### config.mk
export PLATFORM = sky130hd
export DESIGN_NAME = pipe_hazard_ctrl
export DESIGN_NICKNAME = d
export VERILOG_FILES = /design/src/rtl/pipe_ctrl_pkg.sv /design/src/rtl/pipe_hazard_ctrl_fwd_sel.sv /design/src/rtl/pipe_hazard_ctrl.sv
export SDC_FILE = /design/constraint.sdc
export NUM_CORES = 1
export LEC_CHECK = 0
export CAP_MARGIN = 15
export CORE_ASPECT_RATIO = 0.8
export CORE_MARGIN = 4
export CORE_UTILIZATION = 35
export DETAILED_ROUTE_END_ITERATION = 8
export PLACE_DENSITY = 0.69
export REMOVE_ABC_BUFFERS = 1
export SETUP_SLACK_MARGIN = 0.1
export SLEW_MARGIN = 10
export SYNTH_ARGS = -nofsm -noshare
export SYNTH_HDL_FRONTEND = slang
export SYNTH_HIERARCHICAL = 1
export SYNTH_SLANG_ARGS = --single-unit
### constraint.sdc
create_clock -name CLK -period 7.6 [get_ports CLK]
set_input_delay 1.52 -clock CLK [delete_from_list [all_inputs] [get_ports CLK]]
set_output_delay 1.52 -clock CLK [all_outputs]
set_load 0.02 [all_outputs]
### src/rtl/pipe_ctrl_pkg.sv
// -----------------------------------------------------------------------------
// pipe_ctrl_pkg
// Shared types and constants for the Otter 5-stage pipeline sequencing
// controller: FSM state encoding, EX operand forwarding select codes and the
// shadow records that track the hazard-relevant decode fields of each
// in-flight stage.
// -----------------------------------------------------------------------------
package pipe_ctrl_pkg;

  // Controller states
  typedef enum logic [1:0] {
    ST_RUN      = 2'd0,
    ST_MEM_WAIT = 2'd1,
    ST_FAULT    = 2'd2
  } ctrl_state_e;

  // EX operand source selects
  localparam logic [1:0] FWD_RF  = 2'b00;
  localparam logic [1:0] FWD_MEM = 2'b01;
  localparam logic [1:0] FWD_WB  = 2'b10;

  // Shadow of the instruction sitting in EX (field order matters: the top
  // builds the ID-side record by concatenation in this order)
  typedef struct packed {
    logic       v;
    logic [4:0] rs1;
    logic [4:0] rs2;
    logic       rs1u;
    logic       rs2u;
    logic [4:0] rd;
    logic       rw;
    logic       ld;
    logic       st;
  } stage_shadow_t;

  // Shadow of the instruction sitting in MEM
  typedef struct packed {
    logic       v;
    logic [4:0] rd;
    logic       rw;
    logic       ld;
    logic       st;
  } mem_shadow_t;

  // Shadow of the instruction sitting in WB
  typedef struct packed {
    logic       v;
    logic [4:0] rd;
    logic       rw;
  } wb_shadow_t;

endpackage

### src/rtl/pipe_hazard_ctrl_fwd_sel.sv
// -----------------------------------------------------------------------------
// fwd_sel
// Forwarding select for one EX operand. A newer producer in MEM beats an
// older one in WB; register x0 is hard-wired zero and never forwards.
// Ports:
//   rs_i, rs_used_i            source index of the EX instruction and whether
//                              it is actually read
//   mem_v_i/mem_rw_i/mem_rd_i  MEM-stage producer
//   wb_v_i/wb_rw_i/wb_rd_i     WB-stage producer
//   sel_o                      FWD_RF / FWD_MEM / FWD_WB
// -----------------------------------------------------------------------------
module fwd_sel
  import pipe_ctrl_pkg::*;
(
  input  logic [4:0] rs_i,
  input  logic       rs_used_i,
  input  logic       mem_v_i,
  input  logic       mem_rw_i,
  input  logic [4:0] mem_rd_i,
  input  logic       wb_v_i,
  input  logic       wb_rw_i,
  input  logic [4:0] wb_rd_i,
  output logic [1:0] sel_o
);

  logic mem_hit_s;
  logic wb_hit_s;

  assign mem_hit_s = mem_v_i & mem_rw_i & (mem_rd_i != 5'd0) & (mem_rd_i == rs_i) & rs_used_i;
  assign wb_hit_s  = wb_v_i  & wb_rw_i  & (wb_rd_i  != 5'd0) & (wb_rd_i  == rs_i) & rs_used_i;

  // Priority select: MEM result is the most recent value of the register
  always_comb begin
    sel_o = FWD_RF;
    if (mem_hit_s) begin
      sel_o = FWD_MEM;
    end else if (wb_hit_s) begin
      sel_o = FWD_WB;
    end else begin
      sel_o = FWD_RF;
    end
  end

endmodule

### src/rtl/pipe_hazard_ctrl.sv
// -----------------------------------------------------------------------------
// pipe_hazard_ctrl
// Sequencing controller for the Otter 5-stage pipeline. Tracks shadow hazard
// fields for EX/MEM/WB and drives stage register enables, bubble flushes and
// EX operand forwarding. Priority: memory stall > taken redirect > load-use.
// A memory access that stays unready for MEM_TIMEOUT wait cycles freezes the
// pipeline in FAULT until reset.
// Ports:
//   CLK, RST                 clock, asynchronous active-high reset
//   ID_*                     decoded fields of the instruction in ID
//   EX_BR_TAKEN              EX instruction redirects the PC
//   MEM_READY                data memory completes the MEM access this cycle
//   PC_WE..MEM_WB_WE         stage register enables
//   IF_ID_FLUSH, ID_EX_FLUSH load a bubble into the stage register
//   FWD_A_SEL, FWD_B_SEL     EX operand source selects
//   FAULT                    memory timeout, pipeline frozen
//   STALL_CNT, FLUSH_CNT     saturating performance counters
// All control outputs are combinational and read as zero while RST is high.
// -----------------------------------------------------------------------------
module pipe_hazard_ctrl
  import pipe_ctrl_pkg::*;
#(
  parameter int MEM_TIMEOUT = 16,
  parameter int CNT_W       = 32
) (
  input  logic             CLK,
  input  logic             RST,
  input  logic             ID_VALID,
  input  logic [4:0]       ID_RS1,
  input  logic [4:0]       ID_RS2,
  input  logic             ID_RS1_USED,
  input  logic             ID_RS2_USED,
  input  logic [4:0]       ID_RD,
  input  logic             ID_REG_WRITE,
  input  logic             ID_MEM_RDEN2,
  input  logic             ID_MEM_WE2,
  input  logic             EX_BR_TAKEN,
  input  logic             MEM_READY,
  output logic             PC_WE,
  output logic             IF_ID_WE,
  output logic             ID_EX_WE,
  output logic             EX_MEM_WE,
  output logic             MEM_WB_WE,
  output logic             IF_ID_FLUSH,
  output logic             ID_EX_FLUSH,
  output logic [1:0]       FWD_A_SEL,
  output logic [1:0]       FWD_B_SEL,
  output logic             FAULT,
  output logic [CNT_W-1:0] STALL_CNT,
  output logic [CNT_W-1:0] FLUSH_CNT
);

  localparam logic [7:0] WAIT_LAST = 8'(MEM_TIMEOUT - 1);

  ctrl_state_e   state_q, state_d;
  logic [7:0]    wait_q, wait_d;
  stage_shadow_t ex_q, id_shadow_d;
  mem_shadow_t   mem_q;
  wb_shadow_t    wb_q;
  logic [CNT_W-1:0] stall_cnt_q, flush_cnt_q;

  logic mem_busy_d, redirect_d, ld_hz_d;
  logic pc_we_d, if_id_we_d, id_ex_we_d, ex_mem_we_d, mem_wb_we_d;
  logic if_id_flush_d, id_ex_flush_d, fault_d;
  logic stall_inc_d, flush_inc_d, shift_d, ex_bubble_d;
  logic [1:0] fwd_a_d, fwd_b_d;

  assign id_shadow_d = {ID_VALID, ID_RS1, ID_RS2, ID_RS1_USED, ID_RS2_USED,
                        ID_RD, ID_REG_WRITE, ID_MEM_RDEN2, ID_MEM_WE2};

  assign mem_busy_d = mem_q.v & (mem_q.ld | mem_q.st) & ~MEM_READY;
  assign redirect_d = ex_q.v & EX_BR_TAKEN;
  assign ld_hz_d    = ID_VALID & ex_q.v & ex_q.ld & ex_q.rw & (ex_q.rd != 5'd0) &
                      (((ex_q.rd == ID_RS1) & ID_RS1_USED) | ((ex_q.rd == ID_RS2) & ID_RS2_USED));

  // Next-state and control decode
  always_comb begin
    state_d       = state_q;
    wait_d        = wait_q;
    pc_we_d       = 1'b0;
    if_id_we_d    = 1'b0;
    id_ex_we_d    = 1'b0;
    ex_mem_we_d   = 1'b0;
    mem_wb_we_d   = 1'b0;
    if_id_flush_d = 1'b0;
    id_ex_flush_d = 1'b0;
    fault_d       = 1'b0;
    stall_inc_d   = 1'b0;
    flush_inc_d   = 1'b0;
    shift_d       = 1'b0;
    ex_bubble_d   = 1'b0;
    case (state_q)
      ST_RUN, ST_MEM_WAIT: begin
        if (mem_busy_d) begin
          // Whole pipeline frozen; redirects wait until memory answers
          stall_inc_d = 1'b1;
          if (state_q == ST_RUN) begin
            state_d = ST_MEM_WAIT;
            wait_d  = 8'd0;
          end else if (wait_q == WAIT_LAST) begin
            state_d = ST_FAULT;
          end else begin
            wait_d = wait_q + 8'd1;
          end
        end else begin
          state_d     = ST_RUN;
          wait_d      = 8'd0;
          shift_d     = 1'b1;
          id_ex_we_d  = 1'b1;
          ex_mem_we_d = 1'b1;
          mem_wb_we_d = 1'b1;
          if (redirect_d) begin
            pc_we_d       = 1'b1;
            if_id_we_d    = 1'b1;
            if_id_flush_d = 1'b1;
            id_ex_flush_d = 1'b1;
            ex_bubble_d   = 1'b1;
            flush_inc_d   = 1'b1;
          end else if (ld_hz_d) begin
            // Hold IF/ID, inject one bubble behind the load
            id_ex_flush_d = 1'b1;
            ex_bubble_d   = 1'b1;
            stall_inc_d   = 1'b1;
          end else begin
            pc_we_d    = 1'b1;
            if_id_we_d = 1'b1;
          end
        end
      end
      ST_FAULT: begin
        fault_d = 1'b1;
      end
      default: begin
        state_d = ST_FAULT;
      end
    endcase
  end

  // FSM state and memory wait counter
  always_ff @(posedge CLK or posedge RST) begin
    if (RST) begin
      state_q <= ST_RUN;
      wait_q  <= 8'd0;
    end else begin
      state_q <= state_d;
      wait_q  <= wait_d;
    end
  end

  // Shadow pipeline: advances with the real stage registers
  always_ff @(posedge CLK or posedge RST) begin
    if (RST) begin
      ex_q  <= '0;
      mem_q <= '0;
      wb_q  <= '0;
    end else if (shift_d) begin
      wb_q  <= '{v: mem_q.v, rd: mem_q.rd, rw: mem_q.rw};
      mem_q <= '{v: ex_q.v, rd: ex_q.rd, rw: ex_q.rw, ld: ex_q.ld, st: ex_q.st};
      ex_q  <= ex_bubble_d ? stage_shadow_t'(0) : id_shadow_d;
    end
  end

  // Saturating performance counters
  always_ff @(posedge CLK or posedge RST) begin
    if (RST) begin
      stall_cnt_q <= '0;
      flush_cnt_q <= '0;
    end else begin
      if (stall_inc_d && (stall_cnt_q != {CNT_W{1'b1}})) begin
        stall_cnt_q <= stall_cnt_q + CNT_W'(1);
      end
      if (flush_inc_d && (flush_cnt_q != {CNT_W{1'b1}})) begin
        flush_cnt_q <= flush_cnt_q + CNT_W'(1);
      end
    end
  end

  fwd_sel u_fwd_a (
    .rs_i     (ex_q.rs1),
    .rs_used_i(ex_q.rs1u),
    .mem_v_i  (mem_q.v),
    .mem_rw_i (mem_q.rw),
    .mem_rd_i (mem_q.rd),
    .wb_v_i   (wb_q.v),
    .wb_rw_i  (wb_q.rw),
    .wb_rd_i  (wb_q.rd),
    .sel_o    (fwd_a_d)
  );

  fwd_sel u_fwd_b (
    .rs_i     (ex_q.rs2),
    .rs_used_i(ex_q.rs2u),
    .mem_v_i  (mem_q.v),
    .mem_rw_i (mem_q.rw),
    .mem_rd_i (mem_q.rd),
    .wb_v_i   (wb_q.v),
    .wb_rw_i  (wb_q.rw),
    .wb_rd_i  (wb_q.rd),
    .sel_o    (fwd_b_d)
  );

  // Everything reads zero while reset is held
  assign PC_WE       = pc_we_d       & ~RST;
  assign IF_ID_WE    = if_id_we_d    & ~RST;
  assign ID_EX_WE    = id_ex_we_d    & ~RST;
  assign EX_MEM_WE   = ex_mem_we_d   & ~RST;
  assign MEM_WB_WE   = mem_wb_we_d   & ~RST;
  assign IF_ID_FLUSH = if_id_flush_d & ~RST;
  assign ID_EX_FLUSH = id_ex_flush_d & ~RST;
  assign FAULT       = fault_d       & ~RST;
  assign FWD_A_SEL   = RST ? FWD_RF : fwd_a_d;
  assign FWD_B_SEL   = RST ? FWD_RF : fwd_b_d;
  assign STALL_CNT   = RST ? {CNT_W{1'b0}} : stall_cnt_q;
  assign FLUSH_CNT   = RST ? {CNT_W{1'b0}} : flush_cnt_q;

endmodule

==> results of run 1 <==
[logic make-up after synthesis]
| logic type | share of synthesized area (%) |
|---|---|
| adders and majority gates | 0.640 |
| muxes | 0.384 |
| and+or+nand+nor | 28.0 |
| buffers and inverters | 3.05 |
| DFF | 47.3 |
| AOI/OAI and AO/OA | 7.44 |
| xor gates and xnor gates | 13.1 |
[routing by layer]
| metal | GRT usage [%] | share of wire, % | vias to the layer above |
|---|---|---|---|
| li1 | - | - | 2222 |
| met1 | 22.2 | 50 | 2183 |
| met2 | 23.3 | 45 | 79 |
| met3 | 3.92 | 4.3 | 8 |
| met4 | 3.90 | 0.76 | 0 |
| met5 | 0 | 0 | - |
[final timing paths]
kind,endpoint,slack (ns),cells after the start
min,mem_q[0]$_DFFE_PP0P_,0.48,2
min in group asynchronous,flush_cnt_q[29]$_DFFE_PP0P_,1.60,2
max reg2reg,ex_q[19]$_DFFE_PP0P_,4.91,6
max,IF_ID_WE,2.16,7
min reg2reg,mem_q[0]$_DFFE_PP0P_,0.48,2
max in group asynchronous,stall_cnt_q[23]$_DFFE_PP0P_,4.80,3
[state kept, by name, summed over array words and instances, names as in the netlist]
signal,count
stall_cnt_q,32
state_q,2
wb_q,7
mem_q,9
ex_q,21
flush_cnt_q,32
wait_q,8
[layout by cell type, fill, tap and decap left out, drive strengths merged, types with 2 or more instances in the layout]
master         instances
nand4                 26
or3                    4
xor2                  22
nand4b                 2
o21ai                  5
clkdlybuf4s50         99
a222oi                 2
buf                    6
nand2b                 4
mux2                   2
clkinv                 3
o2111ai                2
ha                     3
and3                  15
nand3                 31
nor2                  33
dfrtp                111
a21oi                  4
and4                  10
o311ai                 2
a22o                  21
nand2                 72
xnor2                 66
nor4                   8
inv                   17
clkbuf                10
nor3                  21
o2111a                 4
and2                   9
nor2b                 65
[per-stage QoR]
step	total power, uW	instance area, sq um	hold slack, ns
5_1_grt	1650	7360	0.500
6_report	1560	7360	0.484
4_1_cts	1580	7360	0.486
3_3_place_gp	1090	7070	0.459
3_5_place_dp	1090	7070	0.469
2_1_floorplan	961	5740	0.439
[power by group through the flow]
stage | clock network (uW) | registers (uW) | logic (uW)
after floorplan | 0 | 747 | 214
after global placement | 0 | 782 | 305
after detailed placement | 0 | 783 | 310
after CTS | 494 | 773 | 313
after global routing | 521 | 787 | 347
final | 477 | 772 | 308
[cell usage after synthesis (3+ instances only)]
cell      number
ha_1           3
buf_1          3
nand4_1       26
dfrtp_1      111
nor3_1        18
or3_1          3
inv_1         15
nand2b_1       4
nand2_1       72
nor3_2         3
buf_4          5
nor4_1         6
nand3_1       31
nor2_1        32
xnor2_1       66
and3_1        15
a22o_1        21
a21oi_1        4
buf_2          5
nor2b_1       65
clkbuf_1      13
xor2_1        22
o21ai_0        4
and4_1        10
and2_1         8
[worst max-delay path, delay by kind of cell]
| kind | cells | cell delay, ns |
|---|---|---|
| xor+xnor | 1 | 0.21 |
| buf+inv | 2 | 1.14 |
| simple gates | 2 | 0.35 |
| compound gates | 2 | 0.71 |
[area by class of cell]
| class | instances | area [sq um] |
|---|---|---|
| multi-input cells | 444 | 2920 |
| fillers | 1623 | 9140 |
| flip-flops and latches | 111 | 2780 |
| inverters | 15 | 58.8 |
| repair buffers | 105 | 1030 |
| well taps | 220 | 275 |
| clock buffers | 10 | 229 |
| clock inverters | 6 | 68.8 |
==> run metrics, run 1 <==
Mapped Cells=596; NetSw=between 400 and 500 uW; critical path endpoint category=output port; outcome=finished, final reports clean; Clk pwr share=between 30% and 40%; Max IR drop VDD=between 0.1 and 0.15 mV; crit-path cells=clkdlybuf4s50_1 > xor2_1 > nor4_1 > a32oi_1 > nand2b_1 > o21a_1 > clkdlybuf4s50_1; primary flip-flop cell chosen by synthesis mapping=dfrtp_1; mean post-synth cell area=about 10 sq um; clock tree buffer depth=2; Fmax achieved=184 MHz; sequential power share=between 40% and 50%; CTS clk-pin slew, worst paths=roughly 0.070 ns; Post-Route WL=between 10 and 15 mm; Num CTS Buffers=9; DR vias=approximately 4500; first-pass GRT wire length=between 20 and 25 mm; gr ovfl total=0; Logic pwr share=between 10% and 20%; pwr dens=around 210 nW/um^2; Layout area overhead=25.5%; 1st-iter DRT viols=approximately 250; Post-synth EDFFs=0; final core utilization=44.6%; HP Class=register to register; Yosys top cell area share=a little under half; vias in the first global route=4489; Worst EP arrival=around 4 ns; actual slew at the worst max-slew pin=between 0.8 and 0.9 ns; placed insts=a little under 900; DP Worst Slack=about 2.2 ns; Root Buffer=clkbuf_16; CP Max Fanout=3; layout cell share with drive strength beyond 1=between 5 and 6%; Distinct cells, synth=48; switch share=slightly above 30%; Worst path max stage delay=about 0.61 ns; Setup Viol. Count Final=0; # Post-CTS Setup Buffers=0; diode count=0; worst reg2reg path startpoint=ex_q[3]$_DFFE_PP0P_; Worst EP required=6.08 ns; clk_skew=0.0142 ns; leakage=about 0.003 uW; Setup crit start kind=primary input; Max H-tree Level=3; Worst Path Class, Setup=primary input to output port; core area=between 15000 and 20000 sq um; initial antenna violation count=0; endpoints failing hold=0; hold path start=ex_q[0]$_DFFE_PP0P_; top cells by area, synth=dfrtp_1 47%, xnor2_1 9.9%, nor2b_1 6.9%; Ys Warns=6; part of the Yosys area used for sequential elements=47.3%; row count=42; drt pass-1 iters=4; CTS tree=yes; Initial Utilization=a little over a third; Tot GR Track Use=about 15%; max-slew violations=0; Power Internal=1070 uW; clk sink count=around 110; detailed-route DRC error count=0; Syn Std Cell Area=roughly 6000 sq um; crit path launch=ID_RS2[0]; ys async rst share=100%; Die Height=124 microns; worst rel slew slack=41.6%; RD Place Congestion=between 0.8 and 0.9; post-DP HPWL=just over 10 mm; Yosys top cell by area=dfrtp_1; Final WS setup=about 2.2 ns; Routed Antenna Nets=0; # IOs=about 100; final cell count without fillers=911; unrepaired setup endpoints after global routing=false; pin count of the biggest net entering global routing=64; WL per Instance=15.6 microns; DR vias/cell=just under 5; TNS Setup=0 ns; Final #Nets=around 710; Seq cells post-synth=111; max cap viols=0; PortBufs=100; Clk Latency, worst-skew pair=~0.35 ns; die width=about 150 microns; final clock period utilization by the worst path=just over 70%; Die ar.=about 19000 sq um; hold_buf cts=0; Top cell by count, worst path=clkdlybuf4s50_1; slowest CP cell=clkdlybuf4s50_1; minimum clock period=between 5 and 6 ns; PostCTS Resize Cnt=0
Power figures use the tool's default switching activity.
==> run 2, diff against run 1 <==
--- a/config.mk
+++ b/config.mk
@@ -10,7 +10,7 @@
 export CORE_MARGIN = 4
 export CORE_UTILIZATION = 35
 export DETAILED_ROUTE_END_ITERATION = 8
-export PLACE_DENSITY = 0.69
+export PLACE_DENSITY = 0.71
 export REMOVE_ABC_BUFFERS = 1
 export SETUP_SLACK_MARGIN = 0.1
 export SLEW_MARGIN = 10
==> constraint.sdc (replaced) <==
create_clock -name CLK -period 4.7 [get_ports CLK]
set_input_delay 0.94 -clock CLK [delete_from_list [all_inputs] [get_ports CLK]]
set_output_delay 0.94 -clock CLK [all_outputs]
set_load 0.02 [all_outputs]
==> run metrics, run 2 (synthesis gave the netlist of run 1 again) <==
outcome=finished, final reports clean (unchanged); unrepaired setup endpoints after global routing=false (unchanged); Logic pwr share=19.0% (was 19.7%); PostCTS Resize Cnt=0 (unchanged); TNS Setup=0 ns (unchanged); switch share=30.7% (was 31.0%); Num CTS Buffers=9 (unchanged); Setup crit start kind=primary input (unchanged); Layout area overhead=26.5% (was 25.5%); crit-path cells=clkdlybuf4s50_1 > xor2_1 > nor4_1 > a32oi_1 > nand2b_1 > o21a_1 > clkdlybuf4s50_1 (unchanged); Setup Viol. Count Final=0 (unchanged); Root Buffer=clkbuf_16 (unchanged); Initial Utilization=35.6% (unchanged); # Post-CTS Setup Buffers=0 (unchanged); commonest non-fill, non-tap cell in the layout=dfrtp_1 (unchanged); pwr dens=352 nW/um^2 (was 211 nW/um^2); Fmax achieved=roughly 240 MHz; layout cell share with drive strength beyond 1=6.06% (was 5.64%); Max H-tree Level=3 (unchanged); total power=2610 uW (was 1560 uW); RD Place Congestion=0.856 (was 0.832); worst rel slew slack=38.0% (was 41.6%); slowest CP cell=clkdlybuf4s50_1 (unchanged); endpoints failing hold=0 (unchanged); Post-Route WL=14.4 mm (was 14.2 mm); sequential power share=48.0% (was 49.6%); HP Class=register to register (unchanged); Die ar.=18900 sq um (unchanged); minimum clock period=roughly 4.2 ns; core area=16500 sq um (unchanged); Stages on worst setup path=7 (unchanged); initial antenna violation count=0 (unchanged); leakage=0.00309 uW (was 0.00307 uW); diode count=0 (unchanged); first-pass GRT wire length=23.8 mm (was 23.5 mm); biggest regs=flush_cnt_q x32, stall_cnt_q x32, ex_q x21 (unchanged); Routed Antenna Nets=0 (unchanged); Clk pwr share=32.9% (was 30.7%); WP buf/inv=2 (unchanged); CP Max Fanout=3 (unchanged); WL per Instance=15.8 microns (was 15.6 microns); DR vias/cell=4.98 (was 4.93); post-DP HPWL=10.2 mm (was 10.1 mm); gr ovfl total=0 (unchanged); Max IR drop VDD=0.165 mV (was 0.115 mV); CTS tree=yes (unchanged); 1st-iter DRT viols=245 (was 246); Worst path max stage delay=0.60 ns (was 0.61 ns); Tot GR Track Use=15.5% (was 15.4%); Worst EP arrival=3.25 ns (was 3.92 ns); # IOs=101 (unchanged); clk_skew=0.00775 ns (was 0.0142 ns); die width=153 microns (unchanged); most frequent cells in the layout=111 x dfrtp_1, 99 x clkdlybuf4s50_1, 72 x nand2_1, 66 x xnor2_1, 65 x nor2b_1 (unchanged); max cap viols=0 (unchanged); Die Height=124 microns (unchanged); Top cell by count, worst path=clkdlybuf4s50_1 (unchanged); clock tree buffer depth=2 (unchanged); clk sink count=111 (unchanged); drt pass-1 iters=4 (unchanged); actual slew at the worst max-slew pin=0.930 ns (was 0.875 ns); max-slew violations=0 (unchanged); Top delay family on crit path=buffers and inverters (unchanged); critical path endpoint category=output port (unchanged); Power Internal=1810 uW (was 1070 uW); DR vias=4545 (was 4492); detailed-route DRC error count=0 (unchanged); CTS clk-pin slew, worst paths=0.08 ns (was 0.07 ns); Worst EP required=3.76 ns (was 6.08 ns); row count=42 (unchanged); final clock period utilization by the worst path=about 89%; Worst Path Class, Setup=primary input to output port (unchanged); Final #Nets=716 (was 714); Worst Hold Depth=1 (was 2); reg2reg path depth=6 (unchanged); hold_buf cts=0 (unchanged); PortBufs=100 (unchanged); Clk Latency, worst-skew pair=0.35 ns (about the same); vias in the first global route=4478 (was 4489); pin count of the biggest net entering global routing=76 (was 64); NetSw=801 uW (was 482 uW)
==> run 2: changes by cell type in the layout (fill, tap and decap cells not counted) <==
cell,before,now
buf_4,5,7
bufinv_16,1,2
clkbuf_1,1,0
clkbuf_8,0,1
clkinv_2,2,0
clkinv_4,1,0
clkinvlp_4,0,1
inv_8,1,2
==> run 2: worst reg2reg max path, cell delays in order (launching register included) <==
cell      delay, ns
dfrtp_1        0.52
xor2_1         0.23
nor4_1         0.08
a32oi_1        0.53
nand2b_1       0.26
and3_1         0.75
a22o_1         0.26
==> run 2: metal layers <==
| metal | track usage, % | up-vias | wire, microns | share of wire [%] |
|---|---|---|---|---|
| li1 | - | 2238 | - | - |
| met3 | 3.40 | 10 | 528 | 3.7 |
| met5 | 0 | - | 0 | 0 |
| met4 | 4.23 | 0 | 161 | 1.1 |
| met2 | 23.7 | 88 | 6520 | 45 |
| met1 | 22.4 | 2209 | 7220 | 50 |
==> run 2: cell type report <==
class,instances,area (sq um)
clock inverters,6,98.8
inverters,15,58.8
well taps,220,275
multi-input cells,444,2920
fillers,1638,9080
repair buffers,107,1050
flip-flops and latches,111,2780
clock buffers,10,239
==> run 2: final timing paths <==
| path | from | to | slack, ns |
|---|---|---|---|
| max | ID_RS2[0] | PC_WE | 0.51 |
| min | flush_cnt_q[7]$_DFFE_PP0P_ | flush_cnt_q[7]$_DFFE_PP0P_ | 0.49 |
| max reg2reg | ex_q[3]$_DFFE_PP0P_ | ex_q[19]$_DFFE_PP0P_ | 2.02 |
| min reg2reg | flush_cnt_q[7]$_DFFE_PP0P_ | flush_cnt_q[7]$_DFFE_PP0P_ | 0.49 |
| max in group asynchronous | RST | ex_q[12]$_DFFE_PP0P_ | 2.86 |
| min in group asynchronous | RST | flush_cnt_q[19]$_DFFE_PP0P_ | 1.01 |
==> run 2: stage by stage <==
stage               cells  instance area (sq um)  hold WS, ns  util [%]  setup WS [ns]
detailed placement    897                   7080        0.473      42.9          0.489
global placement      897                   7080        0.460      42.9          0.494
CTS                   913                   7420        0.488      45.0          0.461
finish                913                   7420        0.485      45.0          0.507
global route          913                   7420        0.500      45.0          0.351
floorplan             570                   5740        0.439         -         0.0881
==> run 2: power groups by stage <==
stage | registers, uW | logic, uW | clock network (uW)
floorplan | 1210 | 346 | 0
global placement | 1270 | 490 | 0
detailed placement | 1270 | 500 | 0
CTS | 1260 | 505 | 888
global route | 1280 | 557 | 931
finish | 1260 | 497 | 861
==> run 3, diff against run 2 <==
--- a/config.mk
+++ b/config.mk
@@ -11,7 +11,6 @@
 export CORE_UTILIZATION = 35
 export DETAILED_ROUTE_END_ITERATION = 8
 export PLACE_DENSITY = 0.71
-export REMOVE_ABC_BUFFERS = 1
 export SETUP_SLACK_MARGIN = 0.1
 export SLEW_MARGIN = 10
 export SYNTH_ARGS = -nofsm -noshare
==> run metrics, run 3 (synthesis gave the netlist of run 1 again) <==
Final #Nets=716 (unchanged); Max IR drop VDD=0.177 mV (was 0.165 mV); drt pass-1 iters=5 (was 4); most frequent cells in the layout=111 x dfrtp_1, 99 x clkdlybuf4s50_1, 72 x nand2_1, 66 x xnor2_1, 65 x nor2b_1 (unchanged); clk_skew=0.0115 ns (was 0.00775 ns); Post-Route WL=14.3 mm (was 14.4 mm); initial antenna violation count=0 (unchanged); Fmax achieved=241 MHz (was 238 MHz); clock tree buffer depth=2 (unchanged); pwr dens=341 nW/um^2 (was 352 nW/um^2); layout cell share with drive strength beyond 1=6.06% (unchanged); clk sink count=111 (unchanged); Routed Antenna Nets=0 (unchanged); Worst EP required=3.76 ns (about the same); vias in the first global route=4493 (was 4478); final clock period utilization by the worst path=88.2% (was 89.2%); CP Max Fanout=3 (unchanged); leakage=0.00308 uW (was 0.00309 uW); CTS clk-pin slew, worst paths=0.08 ns (about the same); Setup crit start kind=primary input (unchanged); TNS Setup=0 ns (unchanged); Worst EP arrival=3.21 ns (was 3.25 ns); Initial Utilization=35.6% (unchanged); WL per Instance=15.7 microns (was 15.8 microns); DR vias/cell=5.04 (was 4.98); DR vias=4600 (was 4545); Die ar.=18900 sq um (unchanged); max-slew violations=0 (unchanged); endpoints failing hold=0 (unchanged); unrepaired setup endpoints after global routing=false (unchanged); minimum clock period=4.15 ns (was 4.19 ns); Die Height=124 microns (unchanged); gr ovfl total=0 (unchanged); crit-path cells=clkdlybuf4s50_1 > xor2_1 > nor4_1 > a32oi_1 > nand2b_1 > a21boi_0 > clkdlybuf4s50_1 (was clkdlybuf4s50_1 > xor2_1 > nor4_1 > a32oi_1 > nand2b_1 > o21a_1 > clkdlybuf4s50_1); Worst Path Class, Setup=primary input to output port (unchanged); Top delay family on crit path=buffers and inverters (unchanged); post-DP HPWL=10.4 mm (was 10.2 mm); PostCTS Resize Cnt=0 (unchanged); actual slew at the worst max-slew pin=0.851 ns (was 0.930 ns); critical path endpoint category=output port (unchanged); max cap viols=0 (unchanged); core area=16500 sq um (unchanged); biggest regs=flush_cnt_q x32, stall_cnt_q x32, ex_q x21 (unchanged); CTS tree=yes (unchanged); Tot GR Track Use=15.3% (was 15.5%); Num CTS Buffers=9 (unchanged); HP Class=register to register (unchanged); Root Buffer=clkbuf_16 (unchanged); Syn Nets=roughly 620; WP buf/inv=2 (unchanged); final cell count without fillers=913 (unchanged); Max H-tree Level=3 (unchanged); commonest non-fill, non-tap cell in the layout=dfrtp_1 (unchanged); Worst path max stage delay=0.66 ns (was 0.60 ns); pin count of the biggest net entering global routing=67 (was 76); first-pass GRT wire length=23.4 mm (was 23.8 mm); # IOs=101 (unchanged); hold_buf cts=0 (unchanged); Setup Viol. Count Final=0 (unchanged); Layout area overhead=25.8% (was 26.5%); placed insts=897 (unchanged); worst rel slew slack=43.2% (was 38.0%); detailed-route DRC error count=0 (unchanged); die width=153 microns (unchanged); row count=42 (unchanged); Clk Latency, worst-skew pair=0.36 ns (was 0.35 ns); diode count=0 (unchanged); PortBufs=100 (unchanged); # Post-CTS Setup Buffers=0 (unchanged); slowest CP cell=clkdlybuf4s50_1 (unchanged); RD Place Congestion=0.837 (was 0.856); 1st-iter DRT viols=373 (was 245); Top cell by count, worst path=clkdlybuf4s50_1 (unchanged); outcome=finished, final reports clean (unchanged)
==> run 3: layer usage <==
metal / GRT usage [%] / part of all wire [%]
met5: 0 / 0
met2: 24.1 / 45
met3: 3.92 / 4.5
met4: 3.78 / 1.3
met1: 21.3 / 49
==> run 3: worst paths after layout <==
kind	from	end	slack, ns	cells after the start
min	flush_cnt_q[4]$_DFFE_PP0P_	flush_cnt_q[4]$_DFFE_PP0P_	0.48	1
max	ID_RS2[4]	ID_EX_FLUSH	0.55	7
min reg2reg	flush_cnt_q[4]$_DFFE_PP0P_	flush_cnt_q[4]$_DFFE_PP0P_	0.48	1
min in group asynchronous	RST	wait_q[7]$_DFFE_PP0P_	1.10	3
max in group asynchronous	RST	stall_cnt_q[5]$_DFFE_PP0P_	2.75	4
max reg2reg	ex_q[6]$_DFFE_PP0P_	ex_q[8]$_DFFE_PP0P_	2.19	6
==> run 3: final cells by class <==
cell class	count	area [sq um]
flip-flops and latches	111	2780
multi-input cells	444	2910
well taps	220	275
inverters	15	58.8
fillers	1613	9120
clock inverters	6	67.6
clock buffers	10	239
repair buffers	107	1050
==> run 3: where the power goes <==
part           leakage [uW]  switching [uW]  internal, uW  total [uW]
sequential          0.00146             176          1070        1250
clock              0.000149             377           388         765
combinational       0.00147             255           245         501
==> run 3: per-stage QoR <==
stage | setup WS, ns | total power, uW | area (sq um) | util, % | hold WS (ns)
final | 0.554 | 2520 | 7380 | 44.7 | 0.476
after floorplan | 0.440 | 1580 | 5870 | - | 0.439
after global placement | 0.565 | 1760 | 7070 | 42.9 | 0.464
after CTS | 0.581 | 2540 | 7380 | 44.7 | 0.482
after detailed placement | 0.592 | 1770 | 7070 | 42.9 | 0.465
after global routing | 0.412 | 2660 | 7380 | 44.7 | 0.492
